==> src/rtl/stopwatch_ctrl.sv <==
// Stopwatch control FSM: synchronises/debounces start-stop and lap buttons,
// turns presses into events and sequences run / clr / hold / lap_cnt.
// Ports: clk, rst (async, active-high); btn_ss, btn_lap raw buttons;
//        run, clr, hold, state_o[1:0], lap_cnt[3:0] registered outputs.
module stopwatch_ctrl #(
  parameter int DEBOUNCE_CYC  = 1000000,
  parameter int LONGPRESS_CYC = 100000000,
  parameter int LAP_MAX       = 15
) (
  input  logic       clk,
  input  logic       rst,
  input  logic       btn_ss,
  input  logic       btn_lap,
  output logic       run,
  output logic       clr,
  output logic       hold,
  output logic [1:0] state_o,
  output logic [3:0] lap_cnt
);

  localparam int DW = (DEBOUNCE_CYC > 1) ? $clog2(DEBOUNCE_CYC) : 1;
  localparam int HW = (LONGPRESS_CYC > 1) ? $clog2(LONGPRESS_CYC) : 1;

  typedef enum logic [1:0] {
    IDLE  = 2'd0,
    RUN   = 2'd1,
    PAUSE = 2'd2,
    LAP   = 2'd3
  } state_t;

  // Bit 0 = start/stop, bit 1 = lap.
  logic [1:0]    sync1_q, sync2_q;
  logic [1:0]    deb_q, deb_prev_q;
  logic [DW-1:0] dcnt_q [2];
  logic [HW-1:0] hcnt_q;

  state_t        state_q, state_d;
  logic          clr_q, clr_d;
  logic          run_q, run_d;
  logic          hold_q, hold_d;
  logic [3:0]    lap_q, lap_d;

  logic [1:0]    press;
  logic          ss_ev, lap_ev, long_ev;

  // Synchronisers and per-button debounce counters.
  always_ff @(posedge clk or posedge rst) begin
    if (rst) begin
      sync1_q    <= '0;
      sync2_q    <= '0;
      deb_q      <= '0;
      deb_prev_q <= '0;
      for (int i = 0; i < 2; i++) dcnt_q[i] <= '0;
    end else begin
      sync1_q    <= {btn_lap, btn_ss};
      sync2_q    <= sync1_q;
      deb_prev_q <= deb_q;
      for (int i = 0; i < 2; i++) begin
        if (sync2_q[i] == deb_q[i]) begin
          dcnt_q[i] <= '0;
        end else if (dcnt_q[i] == DW'(DEBOUNCE_CYC - 1)) begin
          deb_q[i]  <= ~deb_q[i];
          dcnt_q[i] <= '0;
        end else begin
          dcnt_q[i] <= dcnt_q[i] + 1'b1;
        end
      end
    end
  end

  // Press events are combinational off the debounced edge so the FSM
  // reacts on the very next edge after the debounced level flips.
  assign press  = deb_q & ~deb_prev_q;
  assign ss_ev  = press[0];
  assign lap_ev = press[1] & ~press[0];

  // Hold counter parks at LONGPRESS_CYC-1; the step into that value is the
  // one and only long-press event for this hold.
  assign long_ev = deb_q[1] && (hcnt_q == HW'(LONGPRESS_CYC - 2));

  always_ff @(posedge clk or posedge rst) begin
    if (rst) begin
      hcnt_q <= '0;
    end else if (!deb_q[1]) begin
      hcnt_q <= '0;
    end else if (hcnt_q != HW'(LONGPRESS_CYC - 1)) begin
      hcnt_q <= hcnt_q + 1'b1;
    end
  end

  // FSM state and registered outputs.
  always_ff @(posedge clk or posedge rst) begin
    if (rst) begin
      state_q <= IDLE;
      clr_q   <= 1'b0;
      run_q   <= 1'b0;
      hold_q  <= 1'b0;
      lap_q   <= '0;
    end else begin
      state_q <= state_d;
      clr_q   <= clr_d;
      run_q   <= run_d;
      hold_q  <= hold_d;
      lap_q   <= lap_d;
    end
  end

  always_comb begin
    state_d = state_q;
    clr_d   = 1'b0;
    lap_d   = lap_q;
    if (long_ev) begin
      state_d = IDLE;
      clr_d   = 1'b1;
      lap_d   = '0;
    end else begin
      unique case (state_q)
        IDLE: begin
          if (ss_ev) state_d = RUN;
        end
        RUN: begin
          if (ss_ev) begin
            state_d = PAUSE;
          end else if (lap_ev) begin
            state_d = LAP;
            if (lap_q != 4'(LAP_MAX)) lap_d = lap_q + 4'd1;
          end
        end
        LAP: begin
          if (ss_ev)       state_d = PAUSE;
          else if (lap_ev) state_d = RUN;
        end
        PAUSE: begin
          if (ss_ev) begin
            state_d = RUN;
          end else if (lap_ev) begin
            state_d = IDLE;
            clr_d   = 1'b1;
            lap_d   = '0;
          end
        end
        default: state_d = IDLE;
      endcase
    end
    run_d  = (state_d == RUN) || (state_d == LAP);
    hold_d = (state_d == LAP);
  end

  assign run     = run_q;
  assign clr     = clr_q;
  assign hold    = hold_q;
  assign state_o = state_q;
  assign lap_cnt = lap_q;

endmodule

==> config.mk <==
export PLATFORM = sky130hd
export DESIGN_NAME = stopwatch_ctrl
export DESIGN_NICKNAME = d
export VERILOG_FILES = /design/src/rtl/stopwatch_ctrl.sv
export SDC_FILE = /design/constraint.sdc
export NUM_CORES = 1
export LEC_CHECK = 0
export CAP_MARGIN = 40
export CORE_MARGIN = 2
export CORE_UTILIZATION = 60
export DETAILED_ROUTE_END_ITERATION = 8
export DONT_BUFFER_PORTS = 1
export GPL_TIMING_DRIVEN = 0
export PLACE_DENSITY = 0.78
export SYNTH_ARGS = -nofsm -noshare
export SYNTH_HDL_FRONTEND = slang
export SYNTH_SLANG_ARGS = --single-unit
==> constraint.sdc <==
create_clock -name clk -period 3.65 [get_ports clk]
set_clock_uncertainty 0.1 [all_clocks]
set_input_delay 0.73 -clock clk [delete_from_list [all_inputs] [get_ports clk]]
set_output_delay 0.73 -clock clk [all_outputs]
set_load 0.03 [all_outputs]
==> run metrics, run 1 <==
Synthesized Nets 419; I/O Buffers 0; root buffer cell clkbuf_8; Placed Area 0.00423 mm^2; Antenna diodes 0; initial core utilization 0.610; Critical Path RT 3780 ps; worst-path cell chain ha_1 > nand2_1 > nor4_1 > nand4_1 > xor2_1 > nor2_1; crit path time final 2250 ps; outcome finished, final reports clean; cell depth of the worst setup path 6; CTS sink count 83; Crit Path Class flip-flop to flip-flop; H-Tree Depth 3; Core Area 0.00672 mm^2; 1st-iter DRT viols 153; # Max-Cap Violations 0; number of flops mapped to enable cells by yosys 0; commonest cells in the netlist dfrtp_1, nor2_1, nand2_1, nand3_1, xnor2_1; initial antenna violation count 0; area delta synth->final 9.37%; ys async rst share 1.00; multi-input logic area 0.00194 mm^2; CTS hold repair buffers 0; post-synthesis cell type count 47; RSZ-0062 raised after global routing false; PD cells 402 mW/mm^2; largest net degree at the start of global routing 56; Reg-to-Reg Start dcnt_q[20]; yosys warns 0; first-pass GRT wire length 12700 um; Pins Over Slew Limit 0; Detailed Routing Iterations Pass 1 4; Worst Reg-to-Reg Cells 6; Die Span X 86.7 um; Mapped Cells 410; Final Hold Vio Count 0; post-DP HPWL 4920 um; CP max stage delay 760 ps; vias per cell 5.81; Comb pwr share 0.023; Routed Antenna Nets 0; fill cell count 520; Least-Margin Pin Slew 896 ps; post-cts resize count 0; Static Leak 1.96 nW; final instance area 0.00448 mm^2; Post-CTS Setup Bufs 0; Peak VDD IR 0.000244 V; flop-to-flop setup slack 1400 ps; worst r2r dst dcnt_q[38]; cts bufs inserted 9; clock power share 0.459; Switching Fraction 0.219; CP Buf/Inv Count 0; clk_lat worst skew 350 ps; vias in the first global route 2880; Synth Flop Type dfrtp_1; slew margin rel. 0.397; Worst Path Max Fanout 5; Remaining DRCs 0; Die Y 86.7 um; share of the synthesized area in the top cell type 0.507; share of cells above drive strength 1 0.0796; WL final 7350 um; CTS tree built; Overflow after GRT 0; syn avg cell area 10.0 um^2; Final Util 0.667; NetSw 0.395 mW; period utilisation layout 0.615; Internal 1.41 mW; routed len/inst 14.5 um; delay-heaviest family, CP simple AND/OR/NAND/NOR gates; Sequential Power Share 0.518; most common cell in the netlist dfrtp_1; total I/O pin count 13; Clock transition at path regs 90 ps; routability cong. 0.834; Setup violations, final 0; row cnt 30; clock buffer depth 2; Syn Std Cell Area 0.00410 mm^2; net total in the final layout 431; CP max stage cell nor4_1; FF+latch count, synth 83; area leader, netlist dfrtp_1; Critical Path Source Type flip-flop; crit end category flip-flop; post-synthesis sequential area ratio 0.507; crit path DAT 2380 ps; FF/Latch Area 0.00208 mm^2; Area contributors post-synth dfrtp_1, xnor2_1, xor2_1; Max Clk Rate 445 MHz; total number of vias 2944; worst hold path type input port to async pin; DIE AREA 0.00751 mm^2; GRT Total Usage 0.215
==> layout make-up <==
type                            count  area share
Buffer                             13      0.0140
Clock buffer                        9      0.0276
Clock inverter                      7      0.0290
Inverter                            6     0.00558
Multi-Input combinational cell    308       0.432
Sequential cell                    83       0.463
Tap cell                           80      0.0223
Timing Repair Buffer                1     0.00614
==> per-stage QoR <==
stage / hold WS [ps] / total power, mW / std cells / setup TNS [ps] / worst slack, ps
after floorplan: 231 / 0.980 / 410 / 0 / 683
after global placement: 232 / 0.989 / 490 / -9210 / -114
after detailed placement: 236 / 0.995 / 491 / 0 / 1480
after CTS: 118 / 1.83 / 507 / 0 / 1440
after global routing: 128 / 1.87 / 507 / 0 / 1230
final: 123 / 1.80 / 507 / 0 / 1400
==> placed cells by master, fill, tap and decap left out, types with 8 or more instances in the layout <==
cell type  count
o21ai_0        8
nor2_1        51
nor3_1        13
xor2_1        28
clkbuf_8       9
nand3_1       31
and2_1        17
nand2_1       31
nor4_1         9
and3_1        10
nand4_1       17
dfrtp_1       83
clkbuf_1       9
xnor2_1       29
==> registers in the layout, indices dropped and copies added (netlist names), 2 cells and up <==
signal,cells
dcnt_q,40
lap_cnt,4
deb_q,2
hcnt_q,27
state_o,2
deb_prev_q,2
sync1_q,2
sync2_q,2
==> cell families (layout without fill, tap and decap cells) <==
kind of cell | after synthesis | after routing | synth area share
AND/OR/NAND/NOR | 218 | 218 | 0.289
flip-flops | 83 | 83 | 0.507
XOR/XNOR | 57 | 57 | 0.122
AO/OA/AOI/OAI | 24 | 24 | 0.0363
buffers and inverters | 19 | 36 | 0.0208
adder cells (fa/ha/maj) | 5 | 5 | 0.0153
multiplexers | 4 | 4 | 0.0104
==> layer usage <==
metal | GRT usage | vias up | wire [um]
li1 | - | 1443 | -
met1 | 0.267 | 1431 | 3390
met2 | 0.353 | 58 | 3580
met3 | 0.0667 | 12 | 269
met4 | 0.0810 | 0 | 107
met5 | 0 | - | 0
==> worst max path at each step <==
| stage | start | end |
|---|---|---|
| 2_1_floorplan | rst | clr |
| 3_3_place_gp | rst | dcnt_q[12] |
| 3_5_place_dp | hcnt_q[10] | hcnt_q[24] |
| 4_1_cts | dcnt_q[20] | dcnt_q[38] |
| 5_1_grt | hcnt_q[15] | hcnt_q[25] |
| 6_report | dcnt_q[20] | dcnt_q[38] |
==> power by group through the flow <==
| stage | logic, mW | clock network, mW | registers (mW) |
|---|---|---|---|
| 2_1_floorplan | 0.0295 | 0 | 0.950 |
| 3_5_place_dp | 0.0430 | 0 | 0.952 |
| 3_3_place_gp | 0.0374 | 0 | 0.952 |
| 6_report | 0.0410 | 0.827 | 0.933 |
| 5_1_grt | 0.0492 | 0.887 | 0.935 |
| 4_1_cts | 0.0432 | 0.849 | 0.934 |
(Power assumes the default switching activity.)
==> run 2: changes to the inputs <==
--- a/config.mk
+++ b/config.mk
@@ -7,11 +7,11 @@
 export LEC_CHECK = 0
 export CAP_MARGIN = 40
 export CORE_MARGIN = 2
-export CORE_UTILIZATION = 60
+export CORE_UTILIZATION = 57
 export DETAILED_ROUTE_END_ITERATION = 8
 export DONT_BUFFER_PORTS = 1
 export GPL_TIMING_DRIVEN = 0
-export PLACE_DENSITY = 0.78
+export PLACE_DENSITY = 0.77
 export SYNTH_ARGS = -nofsm -noshare
 export SYNTH_HDL_FRONTEND = slang
 export SYNTH_SLANG_ARGS = --single-unit
==> constraint.sdc (replaced) <==
create_clock -name clk -period 1.8 [get_ports clk]
set_clock_uncertainty 0.1 [all_clocks]
set_input_delay 0.36 -clock clk [delete_from_list [all_inputs] [get_ports clk]]
set_output_delay 0.36 -clock clk [all_outputs]
set_load 0.03 [all_outputs]
==> run metrics, run 2 (synthesis results as in run 1) <==
CP Buf/Inv Count 0 (unchanged); root buffer cell clkbuf_8 (unchanged); Routed Antenna Nets 0 (unchanged); WL final 9050 um (was 7350 um); Worst Path Max Fanout 6 (was 5); initial antenna violation count 0 (unchanged); routed len/inst 16.3 um (was 14.5 um); crit end category flip-flop (unchanged); Worst Slack Setup Final -243 ps (was 1400 ps); flop-to-flop setup slack -240 ps (was 1400 ps); Placed Area 0.00428 mm^2 (was 0.00423 mm^2); pre-CTS setup slack -354 ps (was 1480 ps); DIE AREA 0.00789 mm^2 (was 0.00751 mm^2); total I/O pin count 13 (unchanged); Overflow after GRT 0 (unchanged); total number of vias 3195 (was 2944); Core Area 0.00687 mm^2 (was 0.00672 mm^2); vias per cell 5.77 (was 5.81); row cnt 30 (unchanged); post-DP HPWL 5300 um (was 4920 um); Die Span X 88.8 um (was 86.7 um); commonest non-fill, non-tap cell in the layout dfrtp_1 (unchanged); CTS tree built (unchanged); hold path start sync1_q[1]; outcome finished, violations left (was finished, final reports clean); failing checks negative setup slack; period utilisation layout 1.13 (was 0.615); CP max stage cell or4b_4 (was nor4_1); Max Clk Rate 490 MHz (was 445 MHz); crit path DAT 2200 ps (was 2380 ps); area delta synth->final 24.1% (was 9.37%); net total in the final layout 462 (was 431); Crit Path Class flip-flop to flip-flop (unchanged); I/O Buffers 0 (unchanged); post-route setup TNS -1760 ps (was 0 ps); Worst Reg-to-Reg Cells 5 (was 6); Post-Layout Cell Count 554 (was 507); initial core utilization 0.597 (was 0.610); H-Tree Depth 3 (unchanged); 1st-iter DRT viols 161 (was 153); clock buffer depth 2 (unchanged); Static Leak 2.28 nW (was 1.96 nW); Pins Over Slew Limit 0 (unchanged); cts bufs inserted 9 (unchanged); Critical Path RT 1960 ps (was 3780 ps); dpl cells 508 (was 491); RSZ-0062 raised after global routing true (was false); GRT Total Usage 0.233 (was 0.215); Antenna diodes 0 (unchanged); largest net degree at the start of global routing 35 (was 56); worst hold path type flip-flop to flip-flop (was input port to async pin); fill cell count 460 (was 520); Clock transition at path regs 90 ps (about the same); CP max stage delay 530 ps (was 760 ps); Critical Path Source Type flip-flop (unchanged); vias in the first global route 3090 (was 2880); Biggest register dcnt_q (unchanged); Setup violations, final 10 (was 0); Detailed Routing Iterations Pass 1 4 (unchanged); share of cells above drive strength 1 0.264 (was 0.0796); worst r2r dst hcnt_q[0] (was dcnt_q[38]); worst-path cell chain or4b_4 > nor4_4 > nand4_4 > xnor2_1 > and2_1 (was ha_1 > nand2_1 > nor4_1 > nand4_1 > xor2_1 > nor2_1); first-pass GRT wire length 14000 um (was 12700 um); PD cells 681 mW/mm^2 (was 402 mW/mm^2); Final Hold Vio Count 0 (unchanged); worst setup path start hcnt_q[10] (was dcnt_q[20]); Hold Path Depth 0; number of flip-flops in the largest register 40 (unchanged); CTS sink count 83 (unchanged); slew margin rel. 0.709 (was 0.397); final instance area 0.00509 mm^2 (was 0.00448 mm^2); Remaining DRCs 0 (unchanged); WHS Endpoint sync2_q[1]; crit path time final 2040 ps (was 2250 ps); clk_lat worst skew 370 ps (was 350 ps); Peak VDD IR 0.000448 V (was 0.000244 V); Die Y 88.8 um (was 86.7 um); # Max-Cap Violations 0 (unchanged); routability cong. 0.830 (was 0.834); Least-Margin Pin Slew 437 ps (was 896 ps); Reg-to-Reg Start hcnt_q[10] (was dcnt_q[20]); delay-heaviest family, CP simple AND/OR/NAND/NOR gates (unchanged); commonest non-fill, non-tap cells in the layout dfrtp_1, nor2_1, buf_4 (was dfrtp_1, nor2_1, nand3_1, nand2_1, xnor2_1)
[run 2: worst max path at each step]
stage                             to  cells past startpoint
final                      hcnt_q[0]                      5
after global routing       hcnt_q[0]                      5
after CTS                  hcnt_q[3]                      6
after global placement    dcnt_q[19]                      7
after floorplan            hcnt_q[0]                      5
after detailed placement  dcnt_q[38]                      6
[run 2: layout make-up]
cell class	count	area [um^2]	area share
clock inverters	6	78.8	0.0155
flip-flops and latches	83	2090	0.411
inverters	6	26.3	0.00516
multi-input cells	308	2250	0.443
clock buffers	10	138	0.0270
plain buffers	11	90.1	0.0177
well taps	96	120	0.0236
repair buffers	34	292	0.0573
[run 2: routing by layer]
metal  track usage  part of all wire  vias to the layer above
met5             0                 0                        -
met2         0.383              0.51                       67
met3        0.0662             0.039                       18
li1              -                 -                     1506
met1         0.288              0.43                     1604
met4        0.0964             0.022                        0
[run 2: power breakdown]
part           switching, mW  internal (mW)  leakage (nW)
logic                 0.0693         0.0444          1.04
registers             0.0147           1.88          1.13
clock network          0.747          0.711         0.111
total                  0.831           2.63          2.28
[run 2: timing repair]
item | CTS | global route
hold buffers | 3 | 0
setup endpoints to repair | 75 | 72
resized for setup | 39 | 53
pin swaps | 12 | 21
hold endpoints to repair | 20 | 0
buffers inserted | 14 | 15
[run 2: metrics by stage]
step	utilization	power, mW	hold slack, ps
4_1_cts	0.699	3.48	258
2_1_floorplan	-	1.99	231
3_5_place_dp	0.622	2.02	160
3_3_place_gp	0.617	2.01	232
6_report	0.741	3.46	254
5_1_grt	0.741	3.58	279
